[config.mk]
export PLATFORM = sky130hd
export DESIGN_NAME = excpt_req_ctrl
export DESIGN_NICKNAME = d
export VERILOG_FILES = /design/src/rtl/excpt_req_ctrl.sv
export SDC_FILE = /design/constraint.sdc
export NUM_CORES = 1
export LEC_CHECK = 0
export ABC_AREA = 1
export CAP_MARGIN = 5
export CORE_ASPECT_RATIO = 1.4
export CORE_MARGIN = 3
export CORE_UTILIZATION = 50
export DETAILED_ROUTE_END_ITERATION = 8
export PLACE_DENSITY = 0.81
export SETUP_SLACK_MARGIN = 0.3
export SKIP_LAST_GASP = 1
export SLEW_MARGIN = 25
export SYNTH_ARGS = -nofsm -noshare
export SYNTH_HDL_FRONTEND = slang
export SYNTH_SLANG_ARGS = --single-unit
[constraint.sdc]
create_clock -name clk -period 6.5 [get_ports clk]
set_clock_uncertainty 0.15 [all_clocks]
set_input_delay 1.3 -clock clk [delete_from_list [all_inputs] [get_ports clk]]
set_output_delay 1.3 -clock clk [all_outputs]
set_load 0.02 [all_outputs]
[src/rtl/excpt_req_ctrl.sv]
// Exception/interrupt request controller: edge capture into pending, mask and
// global enable, fixed-priority selection and the request/ack/iret handshake.
module excpt_req_ctrl #(
   parameter  int NUM_EXC = 16,
   localparam int ID_SIZE = $clog2(NUM_EXC)
) (
   input  logic               clk,
   input  logic               rst,
   input  logic [NUM_EXC-1:0] irq_in,
   input  logic               global_en,
   input  logic               mask_we,
   input  logic [NUM_EXC-1:0] mask_wdata,
   input  logic               cpu_ack,
   input  logic               cpu_iret,
   output logic               irq_req,
   output logic [NUM_EXC-1:0] excpt_en,
   output logic               in_service,
   output logic [ID_SIZE-1:0] active_id,
   output logic [NUM_EXC-1:0] pending,
   output logic [NUM_EXC-1:0] mask
);

   typedef enum logic [1:0] {
      ST_IDLE    = 2'd0,
      ST_REQ     = 2'd1,
      ST_SERVICE = 2'd2
   } state_e;

   state_e             state_q, state_d;
   logic [NUM_EXC-1:0] pending_q, pending_d;
   logic [NUM_EXC-1:0] mask_q, mask_d;
   logic [NUM_EXC-1:0] irq_prev_q;
   logic [NUM_EXC-1:0] sel_q, sel_d;
   logic [ID_SIZE-1:0] id_q, id_d;
   logic               armed_q;
   logic [NUM_EXC-1:0] set_s, clr_s, elig_s;

   function automatic logic [ID_SIZE-1:0] lowest_idx(input logic [NUM_EXC-1:0] v);
      lowest_idx = '0;
      for (int i = NUM_EXC - 1; i >= 0; i--) begin
         if (v[i]) begin
            lowest_idx = ID_SIZE'(i);
         end
      end
   endfunction

   // The first sample after reset only establishes the edge baseline, so a
   // source held high through reset must toggle before it is recognised.
   assign set_s  = (irq_in & ~irq_prev_q) & {NUM_EXC{armed_q}};
   assign elig_s = pending_q & mask_q;

   // Next state for the handshake FSM, selection, pending and mask.
   always_comb begin
      state_d   = state_q;
      sel_d     = sel_q;
      id_d      = id_q;
      clr_s     = '0;
      mask_d    = mask_q;
      case (state_q)
         ST_IDLE: begin
            if (global_en && (elig_s != '0)) begin
               id_d    = lowest_idx(elig_s);
               sel_d   = {{(NUM_EXC-1){1'b0}}, 1'b1} << lowest_idx(elig_s);
               state_d = ST_REQ;
            end else begin
               state_d = ST_IDLE;
            end
         end
         ST_REQ: begin
            if (cpu_ack) begin
               clr_s   = sel_q;
               state_d = ST_SERVICE;
            end else begin
               state_d = ST_REQ;
            end
         end
         ST_SERVICE: begin
            if (cpu_iret) begin
               state_d = ST_IDLE;
            end else begin
               state_d = ST_SERVICE;
            end
         end
         default: begin
            state_d = ST_IDLE;
         end
      endcase
      if (mask_we) begin
         mask_d = mask_wdata;
      end else begin
         mask_d = mask_q;
      end
      // Set after clear, so a new edge on the acknowledged bit survives.
      pending_d = (pending_q & ~clr_s) | set_s;
   end

   // State registers with asynchronous reset.
   always_ff @(posedge clk or posedge rst) begin
      if (rst) begin
         state_q    <= ST_IDLE;
         pending_q  <= '0;
         mask_q     <= '0;
         irq_prev_q <= '0;
         sel_q      <= '0;
         id_q       <= '0;
         armed_q    <= 1'b0;
      end else begin
         state_q    <= state_d;
         pending_q  <= pending_d;
         mask_q     <= mask_d;
         irq_prev_q <= irq_in;
         sel_q      <= sel_d;
         id_q       <= id_d;
         armed_q    <= 1'b1;
      end
   end

   assign irq_req    = (state_q == ST_REQ);
   assign in_service = (state_q == ST_SERVICE);
   assign excpt_en   = (state_q == ST_REQ) ? sel_q : '0;
   assign active_id  = id_q;
   assign pending    = pending_q;
   assign mask       = mask_q;

endmodule

==> impl_metrics.json, run 1 <==
{
  "synthMuxAreaShare": 0.0592,
  "yosys-top-cells-area": "dfrtp_1 (58%), nand2_1 (8.4%), mux2_2 (5.9%)",
  "grt_max_degree": 72,
  "gp_congestion": 0.854,
  "hold_violations": 0,
  "cp_slowest_cell": "clkdlybuf4s50_1",
  "end_kind": "output pin",
  "synth_top_family_by_area": "simple AND/OR/NAND/NOR gates",
  "cts_buffer_depth": 2,
  "synth_top_area_cell": "dfrtp_1",
  "synth.distinct_cells": 30,
  "cts_tree": "done",
  "pwr-share-clk": 0.237,
  "critPathKind": "reg -> out",
  "core_um2": 5860,
  "cp_slowest_stage_delay_ns": 0.64,
  "tightest_slew_ns": 0.884,
  "path_max_fanout": 17,
  "syn-cell-area_um2": 3040,
  "min_period_ns": 3.60,
  "fin_crit_sh": 0.554,
  "synth_fa_ha_area_frac": 0,
  "syn_area_per_cell_um2": 10.2,
  "synth_xor_area_frac": 0,
  "cts_root_buffer": "clkbuf_8",
  "synth_nets": 337,
  "postSynthCellCount": 299,
  "cts.sinks": 71,
  "cp-start-kind": "flop",
  "nFillCells": 434,
  "rsz0062_at_grt": "no",
  "die_w_um": 71.9,
  "ant_nets": 0,
  "ios": 92,
  "yosysWarningCount": 0,
  "rows": 33,
  "multi_input_area_um2": 1130,
  "drive_gt1_frac": 0.148,
  "relSlewSlack": 0.411,
  "layout.nets": 433,
  "finalSetupTns_ns": 0,
  "antenna_found_initial": 0,
  "hold_depth": 2,
  "grt-ovfl-total": 0,
  "viasPerCell": 5.23,
  "seq_area_frac_synth": 0.584,
  "hpwlAfterDp_um": 5420,
  "seqCellArea_um2": 1780,
  "fp.dieH_um": 98.3,
  "start_util": 0.519,
  "numCtsBuffers": 9,
  "seqPwrFrac": 0.415,
  "avgRoutedWirePerCell_um": 15.9,
  "hp-class": "reg -> reg",
  "yosys.area.top_type_share": 0.584,
  "crit_family": "buffers and inverters",
  "h-tree-depth": 3,
  "p_int_mw": 0.823,
  "cp_num_buf_inv": 3,
  "ys_ff_latch": 71,
  "grt_pass1_wl_um": 12200,
  "io_buffer_count": 91,
  "crit_chain": "inv_1 -> nor2_1 -> inv_2 -> nor2_1 -> clkdlybuf4s50_1",
  "clk_pin_slew_ns": 0.07,
  "areaGrowthSynthToFinish_pct": 37.4,
  "die-area_um2": 7070,
  "grt_usage": 0.225,
  "powerDensity_nw_per_um2": 308,
  "max_freq_mhz": 278,
  "diodes": 0,
  "firstDrtPassIters": 4,
  "p_switching_mw": 0.465,
  "rr_worst_depth": 6,
  "crit_top_cell": "nor2_1",
  "cts_resized": 0,
  "synth-compound-area-share": 0.0896,
  "cp_data_required_time_ns": 5.05,
  "hold_slack_ns": 0.325,
  "pwr-share-comb": 0.348,
  "drv_cap": 0,
  "p_leak_nw": 1.83,
  "arrival_ns": 2.15,
  "grt_pass1_vias": 2509,
  "routed_wl_um": 7430,
  "status": "finished clean",
  "p_sw_frac": 0.361,
  "cts_hold_buffers": 0,
  "ir_worst_vdd_uv": 201,
  "final_max_slew_viol_count": 0,
  "path_depth": 5,
  "post_cts_buffers": 0,
  "drtIter0Drc": 144,
  "clkLatencyLatePin_ns": 0.34,
  "setup_viol": 0,
  "drc": 0,
  "vias": 2447,
  "yosys.area_share.simple": 0.221
}
-- state kept, by name, summed over array words and instances (netlist names) --
signal and flops:
mask 16, sel_q 16, active_id 4, armed_q 1
pending 16, state_q 2, irq_prev_q 16
-- cell families (layout without fill, tap and decap cells) --
| family | after synthesis | count (layout) |
|---|---|---|
| DFF | 71 | 71 |
| and+or+nand+nor | 139 | 139 |
| AOI/OAI and AO/OA | 37 | 37 |
| buffers and inverters | 35 | 134 |
| other | 1 | 1 |
| muxes | 16 | 16 |
-- final timing paths --
| path | startpoint | endpoint | slack, ns |
|---|---|---|---|
| hold reg to reg | active_id[3] | active_id[3] | 0.32 |
| min in group asynchronous | rst | mask[14] | 1.39 |
| hold / removal | active_id[3] | active_id[3] | 0.32 |
| setup / recovery | state_q[0] | excpt_en[14] | 2.90 |
| max in group asynchronous | rst | active_id[3] | 4.24 |
| setup reg to reg | pending[14] | state_q[0] | 4.53 |
-- synthesized netlist by cell type, drive strengths merged --
| cell type | count |
|---|---|
| o22ai | 4 |
| o21bai | 5 |
| dfrtp | 71 |
| conb | 1 |
| nor2 | 44 |
| clkbuf | 3 |
| a31oi | 1 |
| o21ai | 16 |
| mux2 | 16 |
| o41ai | 1 |
| clkinv | 1 |
| nand2 | 81 |
| nand4 | 10 |
| inv | 27 |
| a22o | 8 |
| nand3 | 4 |
| buf | 4 |
| o31ai | 2 |
-- power by group through the flow --
stage	sequential, mW	clock [mW]	combinational [mW]
after CTS	0.535	0.308	0.451
after detailed placement	0.543	0	0.445
after global placement	0.540	0	0.438
after global routing	0.542	0.326	0.486
final	0.535	0.306	0.448
after floorplan	0.577	0	0.241
-- worst min-delay path: stages (launching register included) --
cell and delay [ns]:
dfrtp_1 0.34, nand2_1 0.05, nand2_1 0.05
-- through the flow --
stage,cell area [µm²],power (mW),util,setup WS (ns),cells
finish,4180,1.29,0.713,2.90,468
global placement,4020,0.978,0.685,3.51,454
CTS,4180,1.29,0.713,2.96,468
detailed placement,4020,0.988,0.685,3.38,454
global route,4180,1.35,0.713,2.81,468
floorplan,3040,0.818,-,3.25,299
-- per-layer routing --
| metal | global-route usage | routed length, µm | up-vias |
|---|---|---|---|
| li1 | - | - | 1165 |
| met1 | 0.275 | 2940 | 1188 |
| met2 | 0.380 | 3930 | 76 |
| met3 | 0.0484 | 378 | 18 |
| met4 | 0.0970 | 174 | 0 |
| met5 | 0 | 0 | - |
-- layout make-up --
type,count,share of cell area
Multi-Input combinational cell,193,0.270
Inverter,28,0.0251
Timing Repair Buffer,92,0.220
Clock inverter,1,0.00120
Clock buffer,13,0.0380
Sequential cell,71,0.425
Tap cell,70,0.0209
-- placed cells by master (no fill, tap or decap), types with 2 or more instances in the layout --
cell | synthesis | final
o21ai_1 | 5 | 5
clkbuf_1 | 3 | 2
nand2_4 | 4 | 4
a22o_1 | 8 | 8
nor2_1 | 43 | 43
clkbuf_8 | 0 | 11
clkdlybuf4s50_1 | 0 | 91
mux2_2 | 16 | 16
o31ai_1 | 2 | 2
o21bai_2 | 5 | 5
nand4_1 | 8 | 8
inv_1 | 24 | 23
nand2_1 | 68 | 68
nand2_2 | 8 | 8
nand3_2 | 2 | 2
o21ai_0 | 10 | 10
nand4_4 | 2 | 2
o22ai_1 | 4 | 4
inv_2 | 3 | 4
dfrtp_1 | 71 | 71
No activity file was read; power rests on OpenSTA's default activity.
==> inputs of run 2 (changes only) <==
- CORE_UTILIZATION: 50 -> 42
- PLACE_DENSITY: 0.81 -> 0.73
- clock period: 6.5 -> 3 ns (I/O delays scaled with it)
==> run 2 against run 1 <==
Effect of this change:
- hold slack about the same
- sequential power is 120% higher
- die area rose by 18%
- setup slack lost 2.5 ns
- register-to-register slack got worse by 3.5 ns
- routed wire length rose by 0.93%
- global-route usage decreased by 3.1 points
- power rose by 120%
- non-clock buffer count rose by 3
- highest routed layer unchanged
==> impl_metrics.json, run 2 (same netlist as run 1, synthesis figures left out) <==
{
  "status": "finished clean",
  "grt_max_degree": 29,
  "drtIter0Drc": 83,
  "setup_slack_ns": 0.412,
  "drc": 0,
  "routed_wl_um": 7500,
  "max_freq_mhz": 386,
  "cp_slowest_stage_delay_ns": 0.61,
  "die_w_um": 78.0,
  "p_leak_nw": 1.97,
  "cp-start-kind": "flop",
  "finalSetupTns_ns": 0,
  "pre_cts_ws_ns": 0.577,
  "grt-ovfl-total": 0,
  "cts.sinks": 71,
  "arrival_ns": 1.84,
  "path_max_fanout": 17,
  "diodes": 0,
  "cts_buffer_depth": 2,
  "start_util": 0.436,
  "setup_viol": 0,
  "layout.cells.non_filler": 498,
  "min-delay-start": "active_id[3]",
  "critPathKind": "reg -> out",
  "crit_family": "buffers and inverters",
  "powerDensity_nw_per_um2": 673,
  "hold_slack_ns": 0.325,
  "h-tree-depth": 3,
  "ios": 92,
  "gp_congestion": 0.849,
  "final_max_slew_viol_count": 0,
  "hpwlAfterDp_um": 5670,
  "mostFrequentLayoutCells": "clkdlybuf4s50_1 (83), dfrtp_1 (71), nand2_1 (68)",
  "io_buffer_count": 91,
  "antenna_found_initial": 0,
  "hold_violations": 0,
  "p_sw_frac": 0.354,
  "core_um2": 6980,
  "crit_start": "state_q[0]",
  "rsz0062_at_grt": "no",
  "drive_gt1_frac": 0.161,
  "hp-class": "reg -> reg",
  "cts_root_buffer": "clkbuf_8",
  "ant_nets": 0,
  "cp_slowest_cell": "clkdlybuf4s50_1",
  "grt_pass1_vias": 2574,
  "p_switching_mw": 1.02,
  "seqPwrFrac": 0.402,
  "numCtsBuffers": 9,
  "rows": 36,
  "viasPerCell": 4.85,
  "cp_data_required_time_ns": 2.25,
  "avgRoutedWirePerCell_um": 15.1,
  "clkLatencyLatePin_ns": 0.34,
  "min_period_ns": 2.59,
  "grt_usage": 0.194,
  "end_kind": "output pin",
  "cp_num_buf_inv": 3,
  "r2r_start": "pending[14]",
  "crit_chain": "inv_1 -> nor2_2 -> inv_4 -> nor2_1 -> clkdlybuf4s50_1",
  "fin_total_pwr_mw": 2.88,
  "clk_pin_slew_ns": 0.07,
  "areaGrowthSynthToFinish_pct": 40.4,
  "cts_tree": "done",
  "dp_cells": 482,
  "relSlewSlack": 0.587,
  "p_int_mw": 1.86,
  "die-area_um2": 8320,
  "grt_pass1_wl_um": 12500,
  "cts_hold_buffers": 0,
  "ir_worst_vdd_uv": 352,
  "tightest_slew_ns": 0.619,
  "vias": 2414,
  "layout.nets": 436,
  "pwr-share-clk": 0.257,
  "fp.dieH_um": 107,
  "fin_crit_sh": 0.863,
  "drv_cap": 0,
  "layout_commonest_cell": "clkdlybuf4s50_1",
  "firstDrtPassIters": 4,
  "pwr-share-comb": 0.341
}
-- run 2: cell count changes in the layout (fill, tap and decap cells not counted), sizes merged --
cell and change:
dlymetal6s2s +5, clkinv +2, clkdlybuf4s50 -8, bufinv +1
clkbuf -1, dlygate4sd2 +3, buf +3
-- run 2: what timing repair did --
action	in CTS	in global routing
setup buffers	0	0
setup endpoints to repair	15	5
gates resized for setup	5	5
-- run 2: power by group through the flow --
stage          sequential (mW)  combinational, mW  clock, mW
6_report                  1.16              0.981      0.738
5_1_grt                   1.17               1.07      0.787
4_1_cts                   1.16              0.994      0.753
3_5_place_dp              1.17              0.981          0
3_3_place_gp              1.17              0.967          0
2_1_floorplan             1.25              0.523          0
-- run 2: path summary, 6_finish.rpt --
check,endpoint,slack (ns),cells after the start
min,active_id[3],0.32,2
max,excpt_en[0],0.41,5
min in group asynchronous,mask[14],0.48,2
max in group asynchronous,mask[12],1.46,3
min reg2reg,active_id[3],0.32,2
max reg2reg,state_q[0],1.01,6
-- run 2: per-stage QoR --
stage | util | instance area (µm²)
3_5_place_dp | 0.583 | 4070
6_report | 0.612 | 4280
5_1_grt | 0.612 | 4280
4_1_cts | 0.611 | 4260
3_3_place_gp | 0.583 | 4070
2_1_floorplan | - | 3040
-- run 2: layer usage --
metal  global-route usage  share of wire
met5                    0              0
met4               0.0825          0.019
met3               0.0311          0.044
met2                0.347           0.54
met1                0.230           0.40
-- run 2: area by class of cell --
class	instances	area (µm²)
inverter	28	108
sequential	71	1780
clock inverter	4	45.0
timing repair buffer	95	950
fill	630	2710
multi-input combinational	193	1130
clock buffer	12	145
tap	95	119
-- run 2: worst min-delay path: cells and delay by family (launching register included) --
family / cells / cell delay, ns
flops: 1 / 0.34
simple gates: 2 / 0.10
==> inputs of run 3 (changes only) <==
- GPL_TIMING_DRIVEN: default -> 0
==> run 3 against run 2 <==
Effect of this change:
- routed wire length rose by 0.48%
- design area shrank 0.15%
- via count shrank 1.6%
- power decreased by 0.14%
- count of clock-buffer cells in the layout is 2 lower
- first-iteration DRC count grew 54%
- hold slack better by 0.0072 ns
- sequential power hardly changed
- flip-flop and latch count unchanged
- setup slack improved by 0.061 ns
- critical endpoint is now excpt_en[5]
- largest cell class unchanged
==> impl_metrics.json, run 3 (same netlist as run 1, synthesis figures left out) <==
{
  "post_cts_buffers": 0,
  "layout_commonest_cell": "clkdlybuf4s50_1",
  "rsz0062_at_grt": "no",
  "firstDrtPassIters": 4,
  "viasPerCell": 4.75,
  "arrival_ns": 1.78,
  "numCtsBuffers": 9,
  "powerDensity_nw_per_um2": 673,
  "core_um2": 6980,
  "drv_cap": 0,
  "cts_buffer_depth": 2,
  "cts.sinks": 71,
  "status": "finished clean",
  "pwr-share-comb": 0.341,
  "cts_root_buffer": "clkbuf_8",
  "ir_worst_vdd_uv": 339,
  "fin_total_pwr_mw": 2.87,
  "grt-ovfl-total": 0,
  "grt_max_degree": 37,
  "avgRoutedWirePerCell_um": 15.1,
  "p_sw_frac": 0.359,
  "vias": 2376,
  "hpwlAfterDp_um": 5710,
  "fp.dieH_um": 107,
  "pwr-share-clk": 0.255,
  "pre_cts_ws_ns": 0.395,
  "ios": 92,
  "p_int_mw": 1.84,
  "fin_crit_sh": 0.842,
  "nFillCells": 625,
  "mostFrequentLayoutCells": "clkdlybuf4s50_1 (73), dfrtp_1 (71), nand2_1 (68)",
  "rows": 36,
  "grt_usage": 0.197,
  "min_period_ns": 2.53,
  "p_switching_mw": 1.03,
  "ant_nets": 0,
  "drtIter0Drc": 128,
  "path_max_fanout": 10,
  "relSlewSlack": 0.507,
  "areaGrowthSynthToFinish_pct": 40.2,
  "cp-start-kind": "flop",
  "drive_gt1_frac": 0.165,
  "end_kind": "output pin",
  "cts_hold_buffers": 0,
  "die-area_um2": 8320,
  "critPathKind": "reg -> out",
  "final_max_slew_viol_count": 0,
  "gp_congestion": 0.836,
  "layout.nets": 438,
  "clk_pin_slew_ns": 0.07,
  "hp-class": "reg -> reg",
  "setup_slack_ns": 0.473,
  "max_freq_mhz": 396,
  "h-tree-depth": 3,
  "tightest_slew_ns": 0.739,
  "hold_slack_ns": 0.332,
  "cp_data_required_time_ns": 2.25,
  "diodes": 0,
  "die_w_um": 78.0,
  "grt_pass1_vias": 2580,
  "grt_pass1_wl_um": 12500,
  "io_buffer_count": 89,
  "drc": 0,
  "setup_viol": 0,
  "start_util": 0.436,
  "antenna_found_initial": 0,
  "hold_violations": 0,
  "p_leak_nw": 2.03,
  "routed_wl_um": 7530,
  "seqPwrFrac": 0.404,
  "cts_tree": "done",
  "clkLatencyLatePin_ns": 0.35
}
[run 3: layer usage]
metal	vias to the layer above	wire length, µm	global-route usage
met2	64	3990	0.349
met4	0	158	0.0938
met1	1127	3070	0.227
met3	11	308	0.0353
li1	1174	-	-
met5	-	0	0
[run 3: power by group through the flow]
stage	clock network [mW]	logic [mW]	registers [mW]
finish	0.732	0.980	1.16
global route	0.790	1.08	1.17
CTS	0.757	0.996	1.16
detailed placement	0	0.998	1.18
global placement	0	0.980	1.17
floorplan	0	0.523	1.25
[run 3: metrics by stage]
stage	instances	setup TNS (ns)	util	area (µm²)
5_1_grt	500	0	0.611	4270
6_report	500	0	0.611	4270
3_3_place_gp	483	-48.29	0.581	4050
4_1_cts	500	0	0.609	4260
3_5_place_dp	484	0	0.584	4080
2_1_floorplan	299	0	-	3040
[run 3: worst max-delay path, cell delays in order (launching register included)]
cell and delay, ns:
dfrtp_1 0.38, inv_1 0.06, nor2_1 0.19, inv_2 0.12, buf_2 0.21, nor2_1 0.13
dlygate4sd2_1 0.35
[run 3: path summary, 6_finish.rpt]
check,to,startpoint,slack (ns),cells past startpoint
max,excpt_en[5],state_q[0],0.47,6
min,active_id[3],active_id[3],0.33,2
max reg2reg,sel_q[5],pending[7],1.10,8
min reg2reg,active_id[3],active_id[3],0.33,2
max in group asynchronous,active_id[3],rst,1.69,3
min in group asynchronous,mask[15],rst,0.48,2
[run 3: repair_timing]
item	in CTS	in global routing
gates resized for setup	10	10
setup endpoints to repair	9	12
endpoints found under the hold margin	0	0
[run 3: area by class of cell]
type | count | area [µm²] | share of cell area
inverters | 28 | 108 | 0.0252
plain buffers | 7 | 33.8 | 0.00791
clock inverters | 6 | 61.3 | 0.0144
repair buffers | 90 | 913 | 0.214
multi-input cells | 193 | 1130 | 0.265
clock buffers | 10 | 128 | 0.0299
flip-flops and latches | 71 | 1780 | 0.416
well taps | 95 | 119 | 0.0278
